### config.mk
export PLATFORM = sky130hd
export DESIGN_NAME = adder_arbiter
export DESIGN_NICKNAME = d
export VERILOG_FILES = /design/src/rtl/adder_arbiter.sv
export SDC_FILE = /design/constraint.sdc
export NUM_CORES = 1
export LEC_CHECK = 0
export BUFFER_PORTS_ARGS = -buffer_cell sky130_fd_sc_hd__buf_4
export CAP_MARGIN = 25
export CORE_MARGIN = 1.5
export CORE_UTILIZATION = 40
export CTS_CLUSTER_SIZE = 24
export DETAILED_ROUTE_END_ITERATION = 16
export PLACE_DENSITY = 0.76
export SKIP_LAST_GASP = 1
export SYNTH_ARGS = -nofsm -noshare
export SYNTH_HDL_FRONTEND = slang
export SYNTH_SLANG_ARGS = --single-unit
### constraint.sdc
create_clock -name clk -period 4.7 [get_ports clk]
set_clock_uncertainty 0.1 [all_clocks]
set_input_delay 0.235 -clock clk [delete_from_list [all_inputs] [get_ports clk]]
set_output_delay 0.235 -clock clk [all_outputs]
set_load 0.01 [all_outputs]
### src/rtl/adder_arbiter.sv
// Two-requester round-robin front end for a single 16-bit carry-look-ahead adder.
// One response register holds the most recent sum, tagged with the requester that owns it.
module adder_arbiter #(
  parameter int WIDTH     = 16,
  parameter int PRIO_INIT = 0,
  parameter int CNT_W     = 8
) (
  input  logic             clk,
  input  logic             rst,
  input  logic             req0_valid,
  output logic             req0_ready,
  input  logic [WIDTH-1:0] req0_a,
  input  logic [WIDTH-1:0] req0_b,
  input  logic             req1_valid,
  output logic             req1_ready,
  input  logic [WIDTH-1:0] req1_a,
  input  logic [WIDTH-1:0] req1_b,
  output logic             rsp0_valid,
  input  logic             rsp0_ready,
  output logic             rsp1_valid,
  input  logic             rsp1_ready,
  output logic [WIDTH-1:0] rsp_sum,
  output logic             rsp_cout,
  output logic             busy,
  output logic [CNT_W-1:0] gnt_cnt0,
  output logic [CNT_W-1:0] gnt_cnt1
);

  typedef enum logic {IDLE = 1'b0, FULL = 1'b1} state_t;

  // The pointer starts on the requester that should lose the first tie.
  localparam logic LAST_INIT = (PRIO_INIT == 0) ? 1'b1 : 1'b0;

  state_t           state_q, state_d;
  logic             owner_q, owner_d;
  logic             last_q, last_d;
  logic [WIDTH-1:0] sum_q, sum_d;
  logic             cout_q, cout_d;
  logic [CNT_W-1:0] cnt0_q, cnt0_d;
  logic [CNT_W-1:0] cnt1_q, cnt1_d;

  logic             rsp_hs;
  logic             open_win;
  logic             gnt_id;
  logic             accept;
  logic [15:0]      add_a, add_b, add_rslt;
  logic             add_cout;

  // Shared 16-bit carry-look-ahead adder: four 4-bit groups plus a group-level lookahead.
  logic [15:0] g, p, cbit;
  logic [3:0]  grp_g, grp_p;
  logic [4:0]  gc;
  logic        cin;

  assign cin   = 1'b0;
  assign g     = add_a & add_b;
  assign p     = add_a ^ add_b;
  assign gc[0] = cin;
  assign gc[1] = grp_g[0] | (grp_p[0] & cin);
  assign gc[2] = grp_g[1] | (grp_p[1] & grp_g[0]) | (grp_p[1] & grp_p[0] & cin);
  assign gc[3] = grp_g[2] | (grp_p[2] & grp_g[1]) | (grp_p[2] & grp_p[1] & grp_g[0])
               | (grp_p[2] & grp_p[1] & grp_p[0] & cin);
  assign gc[4] = grp_g[3] | (grp_p[3] & grp_g[2]) | (grp_p[3] & grp_p[2] & grp_g[1])
               | (grp_p[3] & grp_p[2] & grp_p[1] & grp_g[0])
               | (grp_p[3] & grp_p[2] & grp_p[1] & grp_p[0] & cin);

  genvar gi;
  generate
    for (gi = 0; gi < 4; gi++) begin : g_cla
      localparam int B = 4 * gi;
      assign grp_g[gi]  = g[B+3] | (p[B+3] & g[B+2]) | (p[B+3] & p[B+2] & g[B+1])
                        | (p[B+3] & p[B+2] & p[B+1] & g[B]);
      assign grp_p[gi]  = &p[B+3:B];
      assign cbit[B]    = gc[gi];
      assign cbit[B+1]  = g[B] | (p[B] & gc[gi]);
      assign cbit[B+2]  = g[B+1] | (p[B+1] & g[B]) | (p[B+1] & p[B] & gc[gi]);
      assign cbit[B+3]  = g[B+2] | (p[B+2] & g[B+1]) | (p[B+2] & p[B+1] & g[B])
                        | (p[B+2] & p[B+1] & p[B] & gc[gi]);
    end
  endgenerate

  assign add_rslt = p ^ cbit;
  assign add_cout = gc[4];

  // Grant, accept window and operand steering.
  always_comb begin
    rsp_hs   = (state_q == FULL) & (owner_q ? rsp1_ready : rsp0_ready);
    open_win = ~rst & ((state_q == IDLE) | rsp_hs);
    gnt_id   = (req0_valid & req1_valid) ? ~last_q : req1_valid;
    accept   = open_win & (req0_valid | req1_valid);
    add_a    = '0;
    add_b    = '0;
    if (accept) begin
      add_a = gnt_id ? req1_a : req0_a;
      add_b = gnt_id ? req1_b : req0_b;
    end
  end

  assign req0_ready = accept & ~gnt_id;
  assign req1_ready = accept & gnt_id;

  always_comb begin
    state_d = state_q;
    owner_d = owner_q;
    last_d  = last_q;
    sum_d   = sum_q;
    cout_d  = cout_q;
    cnt0_d  = cnt0_q;
    cnt1_d  = cnt1_q;
    if (accept) begin
      state_d = FULL;
      owner_d = gnt_id;
      last_d  = gnt_id;
      sum_d   = add_rslt;
      cout_d  = add_cout;
      if (gnt_id) cnt1_d = cnt1_q + CNT_W'(1);
      else        cnt0_d = cnt0_q + CNT_W'(1);
    end else if (rsp_hs) begin
      state_d = IDLE;
    end
  end

  always_ff @(posedge clk or posedge rst) begin
    if (rst) begin
      state_q <= IDLE;
      owner_q <= 1'b0;
      last_q  <= LAST_INIT;
      sum_q   <= '0;
      cout_q  <= 1'b0;
      cnt0_q  <= '0;
      cnt1_q  <= '0;
    end else begin
      state_q <= state_d;
      owner_q <= owner_d;
      last_q  <= last_d;
      sum_q   <= sum_d;
      cout_q  <= cout_d;
      cnt0_q  <= cnt0_d;
      cnt1_q  <= cnt1_d;
    end
  end

  assign rsp0_valid = (state_q == FULL) & ~owner_q;
  assign rsp1_valid = (state_q == FULL) & owner_q;
  assign rsp_sum    = sum_q;
  assign rsp_cout   = cout_q;
  assign busy       = (state_q == FULL);
  assign gnt_cnt0   = cnt0_q;
  assign gnt_cnt1   = cnt1_q;

endmodule

==> results of run 1 <==
[through the flow]
| step | instances | utilization, % | setup WS (ps) | hold slack [ps] | power [µW] |
|---|---|---|---|---|---|
| 6_report | 490 | 58.2 | 989 | 120 | 1160 |
| 5_1_grt | 490 | 58.2 | 597 | 137 | 1250 |
| 4_1_cts | 490 | 58.2 | 983 | 115 | 1170 |
| 3_5_place_dp | 481 | 56.6 | 1000 | 302 | 946 |
| 3_3_place_gp | 481 | 56.6 | 1070 | 298 | 932 |
| 2_1_floorplan | 309 | - | 1380 | 297 | 712 |
[final cells by class]
| cell class | instances | area (µm²) | area share (%) |
|---|---|---|---|
| Clock inverter | 3 | 18.8 | 0.535 |
| Multi-Input combinational cell | 252 | 1560 | 44.3 |
| Sequential cell | 36 | 902 | 25.7 |
| Inverter | 7 | 26.3 | 0.749 |
| Clock buffer | 5 | 68.8 | 1.96 |
| Tap cell | 75 | 93.8 | 2.67 |
| Timing Repair Buffer | 112 | 843 | 24.0 |
[report_power, final]
part | internal [µW] | switching, µW
Clock | 103 | 118
Sequential | 392 | 75.1
Combinational | 240 | 229
Total | 736 | 422
[per-layer routing]
layer	vias up	GRT usage [%]	routed length [µm]
li1	1265	-	-
met2	79	34.8	3380
met1	1152	26.0	2860
met3	11	4.29	418
met5	-	0	0
met4	0	8.50	129
[worst max path at each step]
| stage | end | slack [ps] | cells past startpoint |
|---|---|---|---|
| after floorplan | rsp_cout | 1380 | 12 |
| after global placement | rsp_cout | 1070 | 12 |
| after detailed placement | rsp_sum[12] | 1000 | 11 |
| after CTS | rsp_sum[12] | 980 | 11 |
| after global routing | rsp_sum[12] | 600 | 11 |
| final | rsp_sum[12] | 990 | 13 |
[cell usage in the layout (no fill, tap or decap), types with 2 or more instances in the layout]
master,count
nor2_1,3
or2b_2,2
o31ai_1,3
clkinv_2,2
and3_1,4
a21o_1,7
o21a_1,2
and3_2,2
clkbuf_8,5
nand4_1,7
o21ai_0,14
xor2_1,7
a21o_2,2
xnor2_1,16
buf_4,111
a21oi_1,36
a211oi_1,2
dfrtp_1,35
ha_1,18
mux2_2,2
inv_1,7
nor3_1,2
fa_1,4
and2_1,3
nand2_1,100
o21bai_1,2
[flip-flops by register name, indices dropped and copies added (netlist names)]
signal	cells
busy	1
gnt_cnt0	8
gnt_cnt1	8
last_q	1
owner_q	1
rsp_cout	1
rsp_sum	16
[worst reg2reg max path, delay by kind of cell (launching register included)]
kind            cells  cell delay, ps
simple gates        2             470
compound gates      5            1270
buf+inv             1             380
mux                 1             280
fa+ha+maj           2             760
flops               1             400
[kinds of logic after synthesis]
group / Yosys count / share of synthesized area (%)
AOI/OAI and AO/OA: 75 / 18.1
adders and majority gates: 22 / 12.0
muxes: 3 / 1.28
buffers and inverters: 21 / 3.39
and+or+nand+nor: 129 / 21.9
DFF: 36 / 35.5
xor gates and xnor gates: 23 / 7.92
==> impl_metrics.py, run 1 <==
metrics = {
    "run_status": {
        "status": "complete, no violations",
    },
    "setup_path": {
        "r2r_cells": 11,
        "reg2reg_to": "rsp_sum[12]",
        "path_max_fanout": 41,
        "critPathLaunchType": "input pin",
        "crit_chain": "dlygate4sd3_1, buf_4, o21bai_1, a21o_2, buf_4, a21oi_1, ha_1, a21o_2, and3_2, nor4_1, a21o_1, fa_1, o21ai_0",
        "rrSetupSlack_ps": 990,
        "cp.arrival_ps": 3830,
        "worst-setup-path-type": "input pin to flip-flop",
        "r2r-start": "owner_q",
        "critPathBufInv": 3,
        "startpoint": "rst",
        "cp_slowest_stage_delay_ps": 570,
        "crit_path_top_delay_cell": "a21o_2",
        "end_kind": "flip-flop",
        "worstPathRequired_ps": 4820,
        "crit_family": "compound AO/OA/AOI/OAI gates",
    },
    "layout": {
        "syn2layout_area_growth_pct": 37.9,
        "drive_gt1_share_pct": 31.8,
        "antenna_cells": 0,
        "fin_area_um2": 3510,
        "fin_nets": 506,
        "fillCellCount": 556,
    },
    "synthesis": {
        "syn_inst": 309,
        "async_reset_ff_share_pct": 100,
        "synth_edf_count": 0,
        "ys_seq_elements": 36,
        "synth_top_area_share_pct": 34.4,
        "syn_area_um2": 2540,
        "syn_nets": 401,
        "synth_area_leader_cell": "dfrtp_1",
        "synth_cell_type_count": 40,
        "synth_area_per_cell_um2": 8.23,
        "ys_seq_area_share_pct": 35.5,
        "yosysWarnings": 0,
        "synth_common_cells": "100 x nand2_1, 36 x a21oi_1, 35 x dfrtp_1, 18 x ha_1, 16 x xnor2_1",
        "yosysMostFrequentCell": "nand2_1",
        "synthFlopType": "dfrtp_1",
        "synth_area_leaders": "dfrtp_1 34%, nand2_1 15%, ha_1 8.9%",
    },
    "timing": {
        "period_minus_slack_ps": 3710,
        "slew_violations": 0,
        "fin_tns_setup_ps": 0,
        "hold_viol": 0,
        "slew_headroom_pct": 53.3,
        "rsz0062_at_grt": "no",
        "fmax_mhz": 269,
        "worstMarginPinSlew_ps": 700,
        "finalSetupViolCount": 0,
        "fin_crit_sh_pct": 79.0,
    },
    "grt": {
        "grt_start_max_net_pins": 42,
        "first_global_vias": 2333,
        "grt_use_total_pct": 20.8,
        "grt-ovfl-total": 0,
        "antenna_found_initial": 0,
        "grt_first_pass_wirelength_um": 10700,
    },
    "clock_network": {
        "numCtsBuffers": 5,
        "post_cts_buffers": 0,
        "h-tree-depth": 2,
        "cts.sinks": 36,
        "clk_path_buf_depth": 2,
        "clock_latency_ps": 290,
        "cts_tree": "yes",
        "clkTransAtPathRegs_ps": 80,
        "cts-root-buf": "clkbuf_8",
        "holdBufCountCts": 1,
        "post_cts_resized": 0,
    },
    "drt": {
        "viasPerCell": 5.12,
        "wire_per_inst_um": 13.8,
        "finalWirelength_um": 6780,
        "drtIter0Drc": 95,
        "drtAntennaViolNets": 0,
        "dr.pass1.iters": 4,
        "vias": 2507,
        "drc_errors": 0,
    },
    "floorplan": {
        "rows": 28,
        "die_area_um2": 6850,
        "die_w_um": 82.7,
        "boundaryPins": 108,
        "core_um2": 6030,
        "die_y_um": 82.7,
        "initial_core_util_pct": 42.2,
    },
    "worst_hold_path": {
        "hold_path.class": "input pin to flip-flop",
        "hold_depth": 3,
        "hp-start": "req0_valid",
        "min_to": "busy",
    },
    "job": {
        "cap_violations": 0,
    },
    "power_and_ir_drop": {
        "p_per_area_nw_per_um2": 330,
        "p_leak_uw": 0.00185,
        "peakVddDrop_mv": 0.190,
    },
    "place": {
        "gp_congestion": 0.849,
        "port_buffers": 107,
        "dp.final_hpwl_um": 5360,
        "place_area_um2": 3410,
    },
}
(Power assumes the default switching activity.)
==> inputs of run 2 (changes only) <==
Settings changed: ABC_AREA from default to 1, PLACE_DENSITY 0.76 to 0.78.
Clock period 4.7 ns to 3.3 ns, I/O delays scaled along.
==> run 2 against run 1 <==
  * Power grew 68%
  * Worst hold slack better by 34 ps
  * Worst setup slack worse by 810 ps
  * Global-route usage down 1.8 points
  * Count of clock-buffer cells in the layout is 2 higher
  * Routed wire length shrank 2.9%
  * Combinational power grew 96%
  * Die area up 0.99%
  * Non-clock buffer count increased by 11
  * Flip-flop and latch count is the same
  * Final area grew 4.2%
==> impl_metrics.py, run 2 <==
metrics = {
    "setup_path": {
        "worstPathRequired_ps": 3400,
        "startpoint": "owner_q",
        "cp.arrival_ps": 3220,
        "end_kind": "flip-flop",
        "worst-setup-path-type": "flip-flop to flip-flop",
        "r2r-start": "owner_q",
        "path_max_fanout": 9,
        "critPathLaunchType": "flip-flop",
    },
    "place": {
        "gp_congestion": 0.862,
        "placedCellCount": 495,
        "dp.final_hpwl_um": 5050,
        "port_buffers": 107,
    },
    "clock_network": {
        "h-tree-depth": 2,
        "cts.sinks": 36,
        "clock_latency_ps": 290,
        "clk_path_buf_depth": 2,
        "cts-root-buf": "clkbuf_8",
        "clkTransAtPathRegs_ps": 70,
        "numCtsBuffers": 5,
        "cts_tree": "yes",
    },
    "power_and_ir_drop": {
        "p_sw_uw": 732,
        "p_per_area_nw_per_um2": 531,
        "peakVddDrop_mv": 0.374,
        "p_leak_uw": 0.00209,
        "pwr-share-comb_pct": 47.3,
        "swShare_pct": 37.7,
        "p_int_uw": 1210,
        "pwr-share-clk_pct": 15.6,
        "p_seq_share_pct": 37.1,
    },
    "layout": {
        "fin_cells": 514,
        "final_cell_mix": "119 x buf_4, 99 x nand2_1, 35 x inv_1, 35 x dfrtp_1, 28 x a22o_1",
        "syn2layout_area_growth_pct": 42.3,
        "drive_gt1_share_pct": 33.2,
        "antenna_cells": 0,
        "final_common_cell": "buf_4",
        "largest_register_ffs": 16,
        "fin_nets": 528,
        "fillCellCount": 575,
    },
    "drt": {
        "finalWirelength_um": 6590,
        "dr.pass1.iters": 4,
        "drtAntennaViolNets": 0,
        "wire_per_inst_um": 12.8,
        "drc_errors": 0,
        "vias": 2518,
        "drtIter0Drc": 107,
        "viasPerCell": 4.90,
    },
    "worst_hold_path": {
        "hp-start": "rsp1_ready",
        "hold_path.class": "input pin to flip-flop",
    },
    "timing": {
        "finalSetupViolCount": 0,
        "fmax_mhz": 321,
        "period_minus_slack_ps": 3120,
        "rsz0062_at_grt": "yes",
        "fin_tns_setup_ps": 0,
        "hold_viol": 0,
        "slew_violations": 0,
        "whs_ps": 154,
        "slew_headroom_pct": 51.7,
        "fin_crit_sh_pct": 94.4,
        "worstMarginPinSlew_ps": 723,
    },
    "floorplan": {
        "boundaryPins": 108,
        "initial_core_util_pct": 40.9,
        "die_area_um2": 6910,
        "die_w_um": 83.2,
        "rows": 29,
        "die_y_um": 83.2,
        "core_um2": 6280,
    },
    "synthesis": {
        "synth_edf_count": 0,
        "synth_common_cells": "101 x nand2_1, 35 x dfrtp_1, 35 x inv_1, 28 x a22o_1, 18 x ha_1",
        "async_reset_ff_share_pct": 100,
        "synth_area_leaders": "dfrtp_1 34%, nand2_1 15%, a22o_1 9.5%",
        "ys_seq_area_share_pct": 35.1,
        "synth_area_per_cell_um2": 8.13,
        "synth_top_area_share_pct": 34.1,
        "yosysWarnings": 0,
        "syn_nets": 408,
        "syn_area_um2": 2570,
        "synthFlopType": "dfrtp_1",
        "synth_area_leader_cell": "dfrtp_1",
        "ys_seq_elements": 36,
        "syn_inst": 316,
        "synth_cell_type_count": 30,
        "yosysMostFrequentCell": "nand2_1",
    },
    "grt": {
        "grt_use_total_pct": 18.9,
        "grt_first_pass_wirelength_um": 10700,
        "grt-ovfl-total": 0,
        "first_global_vias": 2316,
        "antenna_found_initial": 0,
        "grt_start_max_net_pins": 27,
    },
    "job": {
        "cap_violations": 0,
    },
    "run_status": {
        "status": "complete, no violations",
    },
}
run 2: area by class of cell:
class | instances | area (µm²) | area share (%)
inverters | 36 | 135 | 3.70
repair buffers | 123 | 955 | 26.1
clock buffers | 7 | 76.3 | 2.09
multi-input cells | 234 | 1490 | 40.7
flip-flops and latches | 36 | 902 | 24.7
clock inverters | 1 | 5.00 | 0.137
well taps | 77 | 96.3 | 2.64
run 2: what timing repair did:
item | in CTS | in global routing
setup buffers | 0 | 9
setup endpoints to repair | 0 | 4
gates resized for setup | 0 | 7
endpoints found under the hold margin | 18 | 0
hold buffers | 1 | 0
run 2: final timing paths:
| check | end | slack, ps | depth (start not counted) |
|---|---|---|---|
| worst max-delay path | rsp_sum[13] | 180 | 17 |
| worst min-delay path | busy | 150 | 4 |
| worst max register to register | rsp_sum[13] | 180 | 17 |
| worst min register to register | last_q | 380 | 2 |
| max in group asynchronous | last_q | 1850 | 4 |
| min in group asynchronous | gnt_cnt1[0] | 480 | 3 |
run 2: logic make-up (layout without fill, tap and decap cells):
group,after synthesis,in the layout,synth area share (%)
xor gates and xnor gates,16,16,5.45
AOI/OAI and AO/OA,47,47,13.9
buffers and inverters,47,167,8.18
adders and majority gates,22,22,11.9
DFF,36,36,35.1
and+or+nand+nor,148,149,25.5
run 2: layer usage:
metal / wire [µm] / share of wire, % / vias to the layer above / GRT usage, %
met5: 0 / 0 / - / 0
met4: 90 / 1.4 / 0 / 5.76
met3: 325 / 4.9 / 8 / 3.98
met2: 3200 / 49 / 71 / 31.9
met1: 2970 / 45 / 1160 / 24.4
li1: - / - / 1279 / -
run 2: critical path, cell delays in order (launching register included):
cell,delay (ps)
dfrtp_1,420
nor3_2,200
nor2_2,80
nand2_4,110
nor2_4,70
buf_12,130
buf_4,140
a22oi_2,210
inv_1,80
ha_1,310
nand4_1,100
nand2_1,170
nand2_1,80
nand3_1,100
inv_1,60
fa_1,370
xor2_1,150
o21ai_0,170
run 2: power by group through the flow:
stage	clock network [µW]	registers [µW]	logic, µW
2_1_floorplan	0	774	423
3_5_place_dp	0	726	880
5_1_grt	339	743	1020
4_1_cts	315	719	886
6_report	303	720	919
3_3_place_gp	0	719	863
run 2: metrics by stage:
stage	setup WS, ps	total power [µW]	instance area [µm²]	util [%]
global placement	204	1580	3450	55.0
finish	183	1940	3660	58.2
detailed placement	153	1610	3450	55.0
global route	-63.9	2100	3660	58.2
floorplan	270	1200	2570	-
CTS	90.3	1920	3540	56.4
